## src/rtl/bk_sub_pipe.sv

```systemverilog
// bk_sub_pipe: two-stage pipelined W-bit subtractor (A - B) built on a
// Brent-Kung parallel-prefix carry network with valid/ready handshakes.
// Operands arrive interleaved: in_pairs[2i] = A[i], in_pairs[2i+1] = B[i].
// Optional macro BK_SUB_SAT_EN: saturate diff to zero whenever borrow is set.
module bk_sub_pipe #(
  parameter int W = 12
) (
  input  logic           clk,
  input  logic           rst,
  input  logic           in_valid,
  output logic           in_ready,
  input  logic [2*W-1:0] in_pairs,
  output logic           out_valid,
  input  logic           out_ready,
  output logic [W-1:0]   diff,
  output logic           borrow
);

  localparam int LG = $clog2(W);
  localparam int N  = 1 << LG;

  logic           s1_valid;
  logic           s1_adv;
  logic           s2_adv;
  logic           in_fire;
  logic [W-1:0]   a;
  logic [W-1:0]   b;
  logic [N-1:0]   g_pad;
  logic [N-1:0]   p_pad;
  logic [N-1:0]   ug [0:LG];
  logic [N-1:0]   up [0:LG];
  logic [N-1:0]   s1_g;
  logic [N-1:0]   s1_pg;
  logic [W-1:0]   s1_p;
  logic [N-1:0]   dg [0:LG];
  logic [W-1:0]   carry;
  logic [W-1:0]   diff_n;
  logic           borrow_n;

  // Pipeline advance: S2 frees when empty or drained, S1 when empty or S2 frees.
  assign s2_adv   = ~out_valid | out_ready;
  assign s1_adv   = ~s1_valid | s2_adv;
  assign in_ready = s1_adv;
  assign in_fire  = in_valid & s1_adv;

  // De-interleave the operand bus.
  for (genvar i = 0; i < W; i++) begin : g_split
    assign a[i] = in_pairs[2*i];
    assign b[i] = in_pairs[2*i+1];
  end

  // Per-bit generate/propagate of A + ~B; carry-in of 1 folded into bit 0,
  // padding bits propagate without generating so they never disturb the result.
  always_comb begin
    g_pad        = '0;
    p_pad        = '1;
    g_pad[W-1:0] = a & ~b;
    g_pad[0]     = a[0] | ~b[0];
    p_pad[W-1:0] = ~(a ^ b);
  end

  assign ug[0] = g_pad;
  assign up[0] = p_pad;

  // Up-sweep: node i at level l covers the 2^l bits ending at i.
  for (genvar l = 1; l <= LG; l++) begin : g_up
    for (genvar i = 0; i < N; i++) begin : g_bit
      if (((i + 1) % (2 ** l)) == 0) begin : g_node
        assign ug[l][i] = ug[l-1][i] | (up[l-1][i] & ug[l-1][i - 2 ** (l-1)]);
        assign up[l][i] = up[l-1][i] & up[l-1][i - 2 ** (l-1)];
      end else begin : g_pass
        assign ug[l][i] = ug[l-1][i];
        assign up[l][i] = up[l-1][i];
      end
    end
  end

  // Stage 1: capture up-sweep groups and raw propagate on an input transfer.
  always_ff @(posedge clk) begin
    if (rst) begin
      s1_valid <= 1'b0;
      s1_g     <= '0;
      s1_pg    <= '0;
      s1_p     <= '0;
    end else if (s1_adv) begin
      s1_valid <= in_fire;
      if (in_fire) begin
        s1_g  <= ug[LG];
        s1_pg <= up[LG];
        s1_p  <= p_pad[W-1:0];
      end
    end
  end

  assign dg[LG] = s1_g;

  // Down-sweep: fill the mid-block nodes so every index holds prefix 0..i.
  for (genvar l = LG - 1; l >= 0; l--) begin : g_dn
    if (l == 0) begin : g_last
      assign dg[0] = dg[1];
    end else begin : g_lvl
      for (genvar i = 0; i < N; i++) begin : g_bit
        if ((((i + 1) % (2 ** l)) == (2 ** (l-1))) && (i >= (2 ** l))) begin : g_node
          assign dg[l][i] = dg[l+1][i] | (s1_pg[i] & dg[l+1][i - 2 ** (l-1)]);
        end else begin : g_pass
          assign dg[l][i] = dg[l+1][i];
        end
      end
    end
  end

  assign carry[0] = 1'b1;
  for (genvar i = 1; i < W; i++) begin : g_carry
    assign carry[i] = dg[0][i-1];
  end

  // Sum bits and borrow (inverted carry-out), with optional saturation.
  always_comb begin
    borrow_n = ~dg[0][W-1];
    diff_n   = s1_p ^ carry;
`ifdef BK_SUB_SAT_EN
    if (borrow_n) begin
      diff_n = '0;
    end else begin
      diff_n = s1_p ^ carry;
    end
`else
    diff_n = s1_p ^ carry;
`endif
  end

  // Stage 2: output registers; hold while the consumer stalls.
  always_ff @(posedge clk) begin
    if (rst) begin
      out_valid <= 1'b0;
      diff      <= '0;
      borrow    <= 1'b0;
    end else if (s2_adv) begin
      out_valid <= s1_valid;
      if (s1_valid) begin
        diff   <= diff_n;
        borrow <= borrow_n;
      end
    end
  end

endmodule

```

## config.mk

```make
export PLATFORM = sky130hd
export DESIGN_NAME = bk_sub_pipe
export DESIGN_NICKNAME = d
export VERILOG_FILES = /design/src/rtl/bk_sub_pipe.sv
export SDC_FILE = /design/constraint.sdc
export NUM_CORES = 1
export LEC_CHECK = 0
export BUFFER_PORTS_ARGS = -buffer_cell sky130_fd_sc_hd__buf_2
export CAP_MARGIN = 20
export CORE_ASPECT_RATIO = 1.25
export CORE_UTILIZATION = 55
export CTS_BUF_LIST = sky130_fd_sc_hd__clkbuf_8
export DETAILED_ROUTE_END_ITERATION = 10
export PLACE_DENSITY_LB_ADDON = 0.1
export SLEW_MARGIN = 10
export SYNTH_ARGS = -nofsm -noshare
export SYNTH_HDL_FRONTEND = slang
export SYNTH_SLANG_ARGS = --single-unit
export TNS_END_PERCENT = 30
```

## constraint.sdc

```tcl
create_clock -name clk -period 1.7 [get_ports clk]
set_input_delay 0.425 -clock clk [delete_from_list [all_inputs] [get_ports clk]]
set_output_delay 0.425 -clock clk [all_outputs]
set_load 0.01 [all_outputs]
```

==> results.md <==
- Dominant combinational cell family by area after synthesis: simple AND/OR/NAND/NOR gates
- Detailed Route WL: 3630 µm
- Total nets after synthesis: approximately 280
- Area taken by multi-input logic gates: 950 µm²
- Clock sinks: 42
- Total Neg Setup Slack: 0 ns
- Rows: 23
- Share of the clock period used by the worst path: 0.835
- Max incr delay on CP: 0.42 ns
- Detailed placement HPWL: 2780 µm
- Worst Path Max Fanout: 5
- Cell Int Power: between 1 and 1.5 mW
- Startpoint class of the critical path: flop
- Clock network fraction of design power: 0.296
- Kind of cell adding the most delay to the critical path: flip-flops
- Die extent in y: 67.9 µm
- WP data arrival: 1.00 ns
- Post-synth cell types: 28
- Final routed DRC violation total: 0
- Area contributors post-synth: dfxtp_1, nand2_1, ha_1
- Fmax achieved: 704 MHz
- Yosys warning count: 0
- Number of buffer and inverter stages on the critical path: 1
- Sequential-to-total area share from yosys stat: 0.441
- Synth Area in Compound Gates: 0.155
- Insertion delay to the later sink of the worst-skew pair: ~0.29 ns
- Switching share of power: 0.264
- Count of routing violations after the opening detailed-route iteration: 40
- Antenna violations before repair: 0
- Total power consumption of the routed design: 1.99 mW
- Initial DRT Pass Iterations: 4
- Leakage power summed over all cells: 1.07 nW
- Area fraction in and, or, nand and nor cells after synthesis: 0.204
- Clock transition at the register clock pins on the worst setup and hold paths after CTS: 0.07 ns
- Via count of the first global-routing pass: 1384
- Average vias per placed instance: approximately 5.1
- Measured slew at the worst slew-check pin: ~0.48 ns
- Max-cap check violation count: 0
- Maximum resistive drop on vdd: 0.608 mV
- Part of the power in combinational logic: 0.161
- Port Buffers: 42
- All-layer global routing usage: 0.222
- Number of levels in the clock H-tree: 2
- Routability-driven placement congestion ratio: 0.803
- Hold_buf cts: 0
- Post-synth EDFFs: 0
- Clock tree root driver cell: clkbuf_8
- Crit Path Category: reg2out
- Switching Power: 0.524 mW
- Inserted Clock Buffers: 5
- Count of inserted antenna diode cells: 0
- Die footprint: 3710 µm²
- Congestion Overflow GR: 0
- Leading area contributor after synthesis: dfxtp_1
- Xor/xnor share of the synthesized area: 0.0275
- Max_slew headroom: 0.683
- Sequential share of power: 0.543
- Path class of the lowest-slack min-delay path: in2reg
- Final Hold Viols: 0
- Number of nets with antenna violations after routing: 0
- Flip-flop and latch count after synthesis: 42
- Avg WL per Cell: around 11 µm
- Fraction of final layout cells with drive strength greater than 1: 0.215
- Endpoint kind of the worst setup timing path: output port
- Cell count after synthesis: between 200 and 250
- Nets: 324
- Sequential standard cell area: 841 µm²
- Pin count of the biggest net entering global routing: 24
- Predominant post-synthesis flop cell: dfxtp_1
- Average instance area after synthesis: 8.15 µm²
- Core area: 3250 µm²
- Period minus WS final: approximately 1.4 ns
- Post-CTS Resized: 0
- I/O pin count: 43
- Endpoints failing setup: 0
- Number of filler instances in the final layout: between 300 and 400
- Synth top cells by count: nand2_1, dfxtp_1, a21oi_1, ha_1, nor2_1
- Post-route clock skew: around 0.0037 ns
- Starting density of the core: 0.587
- Crit path cell chain: nand3b_2 > buf_2
- Area of the mapped netlist: 1910 µm²
- Total power density per cell area: 882 nW/µm²
- Worst path required time: around 1.3 ns
- Adder-cell share of the synthesized area: 0.111
- Total via count in the routed design: 1616
- First-pass GRT wire length: between 5000 and 6000 µm
- Width of the die: 54.7 µm
- Setup repair after global routing missed its margin: false
- Worst-path cell with the longest stage delay: dfxtp_1
- Synthesis-to-layout area growth: 18.0%
- Number of buffers inserted to repair setup after CTS: 0
- Most instantiated library cell after synthesis: nand2_1
- Result of the run: finished clean
- CTS tree: yes
- Multiplexer fraction of the synthesized cell area: 0
- Max-slew violation count: 0
- Clk buf depth: 2
- Area share of the leading cell type in the synthesized netlist: 0.441
- Synth async-reset ratio: 0
worst register-to-register path, cell delays in order, from the launching register on:
cell and delay [ns]:
dfxtp_1 0.36, nor2b_4 0.20, nand2b_1 0.42, nand2_1 0.10, a21oi_1 0.18
flip-flops by register name (all words and copies together), names as in the netlist:
name and count:
diff 12, out_valid 1, s1_pg 9, s1_valid 1, s1_g 12, s1_p 6
borrow 1
final timing paths:
kind                                start  slack [ns]  depth (start not counted)        to
worst min-delay path             in_valid        0.42                          3  s1_valid
worst min register to register    diff[7]        0.45                          2   diff[7]
worst max register to register  out_valid        0.35                          4   diff[4]
worst max-delay path             s1_valid        0.28                          2  in_ready
cell type report:
| class | count | area share |
|---|---|---|
| Clock buffer | 5 | 0.0306 |
| Sequential cell | 42 | 0.373 |
| Timing Repair Buffer | 50 | 0.126 |
| Inverter | 15 | 0.0250 |
| Multi-Input combinational cell | 165 | 0.422 |
| Clock inverter | 2 | 0.00333 |
| Tap cell | 37 | 0.0206 |
per-stage QoR:
step                      hold slack [ns]  cell area [µm²]  utilization  worst slack, ns  std cells
after global routing                0.441             2250        0.693            0.202        316
final                               0.422             2250        0.693            0.280        316
after floorplan                     0.431             1910            -            0.241        234
after detailed placement            0.444             2180        0.669           0.0315        309
after global placement              0.436             2180        0.669           0.0991        309
after CTS                           0.415             2250        0.693            0.274        316
metal layers:
| metal | global-route usage | routed length, µm | vias to the layer above |
|---|---|---|---|
| li1 | - | - | 863 |
| met1 | 0.275 | 1690 | 710 |
| met2 | 0.348 | 1710 | 38 |
| met3 | 0.0689 | 165 | 5 |
| met4 | 0.0962 | 64 | 0 |
| met5 | 0 | 0 | - |
cell usage in the layout, fill, tap and decap left out, drive strengths merged:
cell	count
nand4	2
inv	17
a211oi	6
dfxtp	42
xnor2	6
nand2	61
nand3b	1
nor2	16
o32ai	1
a31oi	1
nor2b	3
a21o	4
clkbuf	5
a21oi	37
a2111oi	1
nand3	2
ha	17
o21bai	1
buf	50
nand2b	2
nor3	2
and2	1
or3	1
power groups by stage:
stage / Sequential [mW] / Clock, mW / Combinational, mW
after floorplan: 1.10 / 0 / 0.206
after global placement: 1.10 / 0 / 0.313
after detailed placement: 1.10 / 0 / 0.320
after CTS: 1.08 / 0.599 / 0.322
after global routing: 1.09 / 0.642 / 0.362
final: 1.08 / 0.589 / 0.319
kinds of logic after synthesis:
kind of cell | after synthesis
simple gates | 91
flops | 42
fa+ha+maj | 17
xor+xnor | 6
buf+inv | 27
compound gates | 51
Power figures use the tool's default switching activity.
